<file path="src/rtl/rate_divider.sv">
// rate_divider: turns a 0..MAX_LVL level into a 50%-duty slow_clk and a one-cycle tick on each rising slow_clk.
// Ports: CLK_50 clock, reset async active-low, run (1 = count, 0 = idle), freq_num requested level in,
//        slow_clk / tick / lvl_active out, all driven straight from flops.
// Latency: freq_num -> freq_q 1 cycle; freq_q reaches lvl_active only at a half-period boundary. No backpressure.
module rate_divider #(
  parameter int DIV_BASE = 25000000,
  parameter int CNT_W    = 25,
  parameter int MAX_LVL  = 5
) (
  input  logic       CLK_50,
  input  logic       reset,
  input  logic       run,
  input  logic [2:0] freq_num,
  output logic       slow_clk,
  output logic       tick,
  output logic [2:0] lvl_active
);

  // One extra bit on the half-period so DIV_BASE == 2^CNT_W still fits;
  // the counter itself only ever reaches half-1.
  localparam logic [CNT_W:0] BASE    = (CNT_W+1)'(DIV_BASE);
  localparam logic [2:0]     LVL_MAX = 3'(MAX_LVL);

  logic [2:0]       freq_q;
  logic [2:0]       freq_clamp;
  logic [CNT_W-1:0] cnt;
  logic [CNT_W:0]   half;
  logic             boundary;

  always_comb begin
    freq_clamp = (freq_num > LVL_MAX) ? LVL_MAX : freq_num;
    half       = BASE >> lvl_active;
    boundary   = ({1'b0, cnt} == (half - (CNT_W+1)'(1)));
  end

  always_ff @(posedge CLK_50 or negedge reset) begin
    if (!reset) begin
      cnt        <= '0;
      slow_clk   <= 1'b0;
      tick       <= 1'b0;
      lvl_active <= 3'd0;
      freq_q     <= 3'd0;
    end else begin
      freq_q <= freq_clamp;
      if (!run) begin
        // Idle wins over a coincident boundary; keep tracking the requested
        // level so the first phase after run rises already uses it.
        cnt        <= '0;
        slow_clk   <= 1'b0;
        tick       <= 1'b0;
        lvl_active <= freq_q;
      end else if (boundary) begin
        // New level is latched here so it governs the whole next phase.
        cnt        <= '0;
        slow_clk   <= ~slow_clk;
        tick       <= ~slow_clk;   // only on the low-to-high toggle
        lvl_active <= freq_q;
      end else begin
        cnt  <= cnt + CNT_W'(1);
        tick <= 1'b0;
      end
    end
  end

endmodule

</file>
<file path="config.mk">
export PLATFORM = sky130hd
export DESIGN_NAME = rate_divider
export DESIGN_NICKNAME = d
export VERILOG_FILES = /design/src/rtl/rate_divider.sv
export SDC_FILE = /design/constraint.sdc
export NUM_CORES = 1
export LEC_CHECK = 0
export CORE_MARGIN = 10
export CORE_UTILIZATION = 54
export CTS_CLUSTER_DIAMETER = 40
export DETAILED_ROUTE_END_ITERATION = 8
export PLACE_DENSITY = 0.81
export SLEW_MARGIN = 25
export SYNTH_ARGS = -nofsm -noshare
export SYNTH_HDL_FRONTEND = slang
export SYNTH_SLANG_ARGS = --single-unit
export TNS_END_PERCENT = 1
</file>
<file path="constraint.sdc">
create_clock -name CLK_50 -period 3.65 [get_ports CLK_50]
set_input_delay 0.5475 -clock CLK_50 [delete_from_list [all_inputs] [get_ports CLK_50]]
set_output_delay 0.5475 -clock CLK_50 [all_outputs]
set_load 0.01 [all_outputs]
</file>
# After elaboration in Yosys (flattened, before gate mapping)
# Cells that the tools add are included.
# word_totals
regBits,33
in_bits,6
out_inout_bits,5
# op_classes
addsub,2
n_lt_le_gt_ge,1
n_eq_ne,2
shift,1
muxes,9
bitwise_logic,1
# op_table
op,count
$mux W25,2
$eq A25 B26 Y1,1
$shr A25 B3 Y26 const A,1
$sub A26 B1 Y26 const B,1
$add A25 B1 Y25 const B,1
$mux W3,3
$mux W1,4
$gt A3 B3 Y1 const B,1
$ne A2 B1 Y1 const B,1
$not A1 Y1,1

# Longest topological paths before layout
# Gate-level depths: netlist (run 1).
# logic_depth
word_depth,5
depth_mapped,13
depth_no_buf,9

# Least setup slack after synthesis (run 1)
# OpenSTA, ideal clock, no wires.
# synth_timing
kind,register to register
from,reg lvl_active[2]
to,reg lvl_active[0]
setup_time_ns,0.125
t_arrival_ns,2.632
setup_slack_ns,0.893
path_stages_with_launch,13
path_buffers,4
period_less_slack_ns,2.757
path_cell_list,dfrtp_1 buf_6 buf_6 buf_2 nand2_1 ha_1 inv_1 or3_1 a221o_1 nand3_1 a41o_1 buf_6 mux2_4
# synth_via
elab_chain_len,4
# synth_rtl
item,line,text
"start, declared",16,output logic [2:0] lvl_active
"start signal, assigned",51,lvl_active <= freq_q;
"start signal, assigned",57,lvl_active <= freq_q;
$shr A25 B3 Y26,32,half = BASE >> lvl_active;
$sub A26 B1 Y26,33,"boundary = ({1'b0, cnt} == (half - (CNT_W+1)'(1)));"
$eq A25 B26 Y1,33,
$ne A2 B1 Y1 (no source line),--,
# Every way passes these cells.
# A chain may end at the register's enable or synchronous reset.

# Final worst setup path (run 1)
# layout_timing
from,reg lvl_active[1]
to,reg cnt[3]
# layout_via
elab_chain_len,5
# layout_rtl
item,line,text
$shr A25 B3 Y26,32,
$sub A26 B1 Y26,33,
$eq A25 B26 Y1,33,
$mux W25,52,end else if (boundary) begin
$mux W25,45,if (!run) begin
"end signal, assigned",59,cnt <= cnt + CNT_W'(1);
"end, declared",26,logic [CNT_W-1:0] cnt;
# Every way passes these cells.

==> results of run 1 <==
## where the power goes
group,internal [W],switching (W)
sequential,0.000373,0.0000218
clock,0.000132,0.000139
combinational,0.0000627,0.0000716
## cells by family (layout without fill, tap and decap cells)
| family | count (synthesis) | count (layout) |
|---|---|---|
| DFF | 33 | 33 |
| AOI/OAI and AO/OA | 34 | 34 |
| buffers and inverters | 23 | 30 |
| adders and majority gates | 2 | 2 |
| muxes | 6 | 6 |
| xor gates and xnor gates | 29 | 29 |
| and+or+nand+nor | 118 | 118 |
## worst max-delay path by stage
stage / start / end / slack (ps)
3_3_place_gp: lvl_active[1] / cnt[3] / 610
6_report: lvl_active[1] / cnt[3] / 490
5_1_grt: lvl_active[1] / cnt[3] / 260
2_1_floorplan: lvl_active[2] / lvl_active[0] / 890
4_1_cts: lvl_active[1] / cnt[3] / 480
3_5_place_dp: lvl_active[1] / cnt[3] / 520
## worst max-delay path, stage by stage (launching register included)
cell      delay, ps
dfrtp_1         730
nor2b_1         250
nand2_1         100
ha_1            320
or3b_1          380
a211oi_1        240
o31ai_1         110
nand3_1         130
a41o_2          270
buf_4           400
nor2_1           90
## metal layers
layer | track usage | routed length (µm)
met1 | 0.168 | 2080
met2 | 0.223 | 2480
met3 | 0.0328 | 297
met4 | 0.0574 | 90
met5 | 0 | 0
## flip-flops by register name (all words and copies together), names as in the netlist
name        count
lvl_active      3
cnt            25
freq_q          3
tick            1
slow_clk        1
## Yosys cell counts, types with 3 or more instances
| cell type | n | area share |
|---|---|---|
| dfrtp_1 | 33 | 0.35 |
| nor2_4 | 19 | 0.090 |
| nor2_1 | 18 | 0.028 |
| xor2_1 | 16 | 0.059 |
| nand2_1 | 15 | 0.024 |
| nand3_1 | 13 | 0.027 |
| xnor2_1 | 13 | 0.048 |
| nand4_1 | 10 | 0.026 |
| nand2b_1 | 9 | 0.024 |
| inv_1 | 6 | 0.0094 |
| and3_1 | 5 | 0.013 |
| buf_2 | 5 | 0.010 |
| buf_6 | 5 | 0.024 |
| nor3_1 | 5 | 0.010 |
| nor2b_1 | 4 | 0.010 |
| a21oi_1 | 3 | 0.0063 |
| mux2_4 | 3 | 0.019 |
| nor3b_1 | 3 | 0.0094 |
| or3b_1 | 3 | 0.011 |
## layout by cell type, fill, tap and decap left out, drive strengths merged, types with 2 or more instances in the layout
cell type | netlist | final
a211o | 2 | 2
a211oi | 2 | 2
a21boi | 2 | 2
a21oi | 3 | 3
a221o | 2 | 2
a2bb2oi | 2 | 2
and2 | 2 | 2
and3 | 5 | 5
buf | 14 | 5
clkbuf | 2 | 6
clkdlybuf4s50 | 0 | 10
clkinv | 0 | 2
dfrtp | 33 | 33
ha | 2 | 2
inv | 7 | 7
mux2 | 4 | 4
mux2i | 2 | 2
nand2 | 15 | 15
nand2b | 9 | 9
nand3 | 13 | 13
nand3b | 2 | 2
nand4 | 10 | 10
nor2 | 38 | 38
nor2b | 4 | 4
nor3 | 5 | 5
nor3b | 3 | 3
nor4 | 2 | 2
o21ai | 4 | 4
o311ai | 2 | 2
or3b | 3 | 3
xnor2 | 13 | 13
xor2 | 16 | 16
## layout make-up
type                    instances  area share
clock buffers                   6      0.0287
clock inverters                 2     0.00396
inverters                       7      0.0104
multi-input cells             189       0.550
flip-flops and latches         33       0.326
well taps                      52      0.0257
repair buffers                 15      0.0544
## per-stage QoR
step	hold slack (ps)	instances	setup slack (ps)	area, µm²
after floorplan	252	245	893	2390
after global placement	468	296	607	2450
after detailed placement	470	296	518	2450
after CTS	486	304	484	2530
after global routing	494	304	260	2530
final	484	304	493	2530
==> results.toml, run 1 <==
[outcome]
status = "finished, final reports clean"

[cells_and_area]
register_area_um2 = 826
fin_util = 0.585
multi_input_area_um2 = 1390
fillers = 388
drive_above_1_share = 0.167
syn2layout_area_growth_pct = 5.97
antennaDiodeCount = 0
num-nets-final = 259

[timing]
slew_viol_final = 0
min_period_over_period = 0.865
finalHoldViolCount = 0
worstMarginPinSlew_ps = 600
tns_ps = 0
rsz0062_at_grt = "false"
slew_headroom = 0.600
setup_violations = 0
period_needed_ps = 3160
finalClockSkew_ps = 10.5
clock.fmax_ghz = 0.317

[worst_setup_path]
crit_fanout = 19
timing.rr.start = "lvl_active[1]"
worstPathRequired_ps = 3810
crit_path_start_kind = "register"
ff2ff_setup_slack_ps = 490
r2r_cells = 10
crit_type = "register to register"
critPathArrivalTime_ps = 3320
r2r_end = "cnt[3]"
worst_setup_path_end_kind = "register"

[clocking]
path_clk_slew_ps = 70
cts_resized = 0
cts_hold_buf = 0
htree_num_levels = 2
clk_latency_ps = 290
root_buffer = "clkbuf_8"
cts_inserted_buffers = 5
clock-sinks = 33
cts_tree = "done"
cts.path.max_buffers = 2
cts_setup_buffers = 0

[synth]
ys_ff_latch = 33
yosys.area_share.xor_xnor = 0.106
netlist_instances = 245
synth_compound_area_frac = 0.116
synth_fp_nets = 253
ys.flop_type = "dfrtp_1"
synthAdderAreaFrac = 0.0105
synth.distinct_cells = 63
synth_area_um2 = 2390
synthSimpleGateAreaFrac = 0.318
async_reset_ff_frac = 1.00
ys_warn_count = 0
syn_avg_cell_area_um2 = 9.74
ys_seq_area_frac = 0.346
synth_top_family_by_area = "simple AND/OR/NAND/NOR gates"
synthMuxAreaShare = 0.0320
synth_edf_count = 0

[route]
postRouteAntennaNets = 0
via_count = 1806
vias_per_cell = 5.94
wl_per_cell_um = 16.2
drc = 0
drt_iter0_markers = 187
drtPass1Iterations = 4
totalWireLength_um = 4940

[placed_design]
numPortBuffers = 10
hpwl_um = 3610
place_congestion = 0.906

[global_route]
grt_overflow = 0
grt_util_all_layers = 0.137
grt_pass1_vias = 1761
grt_pass1_wl_um = 8230
antenna_found_initial = 0
grt_max_degree = 34

[floorplan]
die_w_um = 86.5
coreArea_um2 = 4320
row_count = 24
dieArea_um2 = 7480
start_util = 0.552
die_h_um = 86.5
io-pin-count = 11

[pwr]
max-vdd-ir-drop_mv = 0.223
leakage_nw = 0.979
power.density_nw_per_um2 = 316
total_power_w = 0.000801

[min_path]
hold_path_class = "register to register"
worstHoldStart = "freq_q[2]"
hold_end = "lvl_active[2]"
hold_path_depth = 1

[flow_run]
drv_cap = 0
No activity file was read; power rests on OpenSTA's default activity.
==> inputs of run 2 (changes only) <==
Settings changed: CORE_ASPECT_RATIO set to 1.1, CTS_CLUSTER_DIAMETER 40 to not set.
==> run 2 against run 1 <==
Net effect: critical endpoint is now cnt[24]; maximum frequency grew 10%; worst setup slack gained 290 ps; die area is essentially flat; combinational power is 5% higher; worst hold slack worse by 1.3 ps; sequential power about the same.
==> results.toml, run 2 (synthesis results as in run 1) <==
[outcome]
status = "finished, final reports clean"

[cells_and_area]
drive_above_1_share = 0.163
multi_input_area_um2 = 1390
largest_register_ffs = 25
reg_top3 = "cnt (25), freq_q (3), lvl_active (3)"
fin_area_um2 = 2550
register_area_um2 = 826
num-nets-final = 259
fillers = 364
antennaDiodeCount = 0
syn2layout_area_growth_pct = 6.76
final_common_cell = "dfrtp_1"
mostFrequentLayoutCells = "dfrtp_1 (33), nor2_4 (19), nor2_1 (18)"
top_register = "cnt"

[route]
drt_iter0_markers = 168
vias_per_cell = 5.82
totalWireLength_um = 4860
postRouteAntennaNets = 0
drc = 0
wl_per_cell_um = 15.9
drtPass1Iterations = 5
via_count = 1774

[timing]
finalClockSkew_ps = 5.06
slew_viol_final = 0
worstMarginPinSlew_ps = 502
min_period_over_period = 0.786
slew_headroom = 0.663
finalHoldViolCount = 0
whs_ps = 483
tns_ps = 0
clock.fmax_ghz = 0.349
rsz0062_at_grt = "false"
setup_violations = 0
period_needed_ps = 2870

[pwr]
power.share.clock = 0.341
p_int_w = 0.000588
pwr-share-comb = 0.174
leakage_nw = 0.983
switchingPower_w = 0.000221
power.density_nw_per_um2 = 317
p_seq_frac = 0.485
max-vdd-ir-drop_mv = 0.228
swShare = 0.273

[clocking]
cts_resized = 0
cts_hold_buf = 0
path_clk_slew_ps = 70
cts_setup_buffers = 0
root_buffer = "clkbuf_8"
clock-sinks = 33
cts_tree = "done"
clk_latency_ps = 280
cts.path.max_buffers = 2
cts_inserted_buffers = 5
htree_num_levels = 2

[floorplan]
row_count = 25
dieArea_um2 = 7480
start_util = 0.557
die_h_um = 89.7
die_w_um = 83.4
coreArea_um2 = 4290
io-pin-count = 11

[placed_design]
dpl_cell_area_um2 = 2460
numPortBuffers = 10
hpwl_um = 3560
place_congestion = 0.925

[worst_setup_path]
critPathBufInv = 2
worst_setup_path_end_kind = "register"
path_delay_family = "simple AND/OR/NAND/NOR gates"
slowest_delay_ps = 630
critPathArrivalTime_ps = 3030
cp_slowest_cell = "dfrtp_1"
crit_chain = "nor2b_1 > nand2_1 > ha_1 > inv_1 > or3_1 > a221o_1 > nand3_1 > a41o_2 > buf_12 > nor2_1"
crit_path_start_kind = "register"
ff2ff_setup_slack_ps = 780
crit_type = "register to register"
crit_fanout = 24
worstPathRequired_ps = 3810

[global_route]
grt_max_degree = 34
antenna_found_initial = 0
grt_util_all_layers = 0.129
grt_pass1_vias = 1671
grt_pass1_wl_um = 8250
grt_overflow = 0

[flow_run]
drv_cap = 0

[min_path]
hold_path_class = "register to register"
## run 2: stage by stage
step	instances	util	worst slack [ps]	total power (W)
6_report	305	0.595	782	0.000809
5_1_grt	305	0.595	530	0.000848
4_1_cts	305	0.595	803	0.000813
3_5_place_dp	298	0.575	828	0.000539
3_3_place_gp	298	0.575	929	0.000536
2_1_floorplan	245	-	893	0.000508
## run 2: power groups by stage
stage	clock (W)	sequential [W]	combinational [W]
final	0.000275	0.000392	0.000141
after global routing	0.000300	0.000394	0.000155
after CTS	0.000280	0.000392	0.000141
after detailed placement	0	0.000399	0.000140
after global placement	0	0.000398	0.000138
after floorplan	0	0.000389	0.000119
## run 2: metal layers
metal / track usage / routed length, µm / vias up
li1: - / - / 880
met1: 0.166 / 2270 / 836
met2: 0.207 / 2260 / 46
met3: 0.0271 / 234 / 12
met4: 0.0455 / 98 / 0
met5: 0 / 0 / -
## run 2: layout make-up
class                   instances  share of cell area
flip-flops and latches         33               0.324
well taps                      54              0.0265
multi-input cells             189               0.546
repair buffers                 15              0.0589
inverters                       7              0.0103
clock buffers                   7              0.0339
## run 2: path summary, 6_finish.rpt
check | start | to | cells past startpoint
setup / recovery | lvl_active[0] | cnt[24] | 10
max in group asynchronous | reset | cnt[2] | 2
setup reg to reg | lvl_active[0] | cnt[24] | 10
min in group asynchronous | reset | cnt[4] | 2
hold / removal | freq_q[1] | lvl_active[1] | 1
hold reg to reg | freq_q[1] | lvl_active[1] | 1
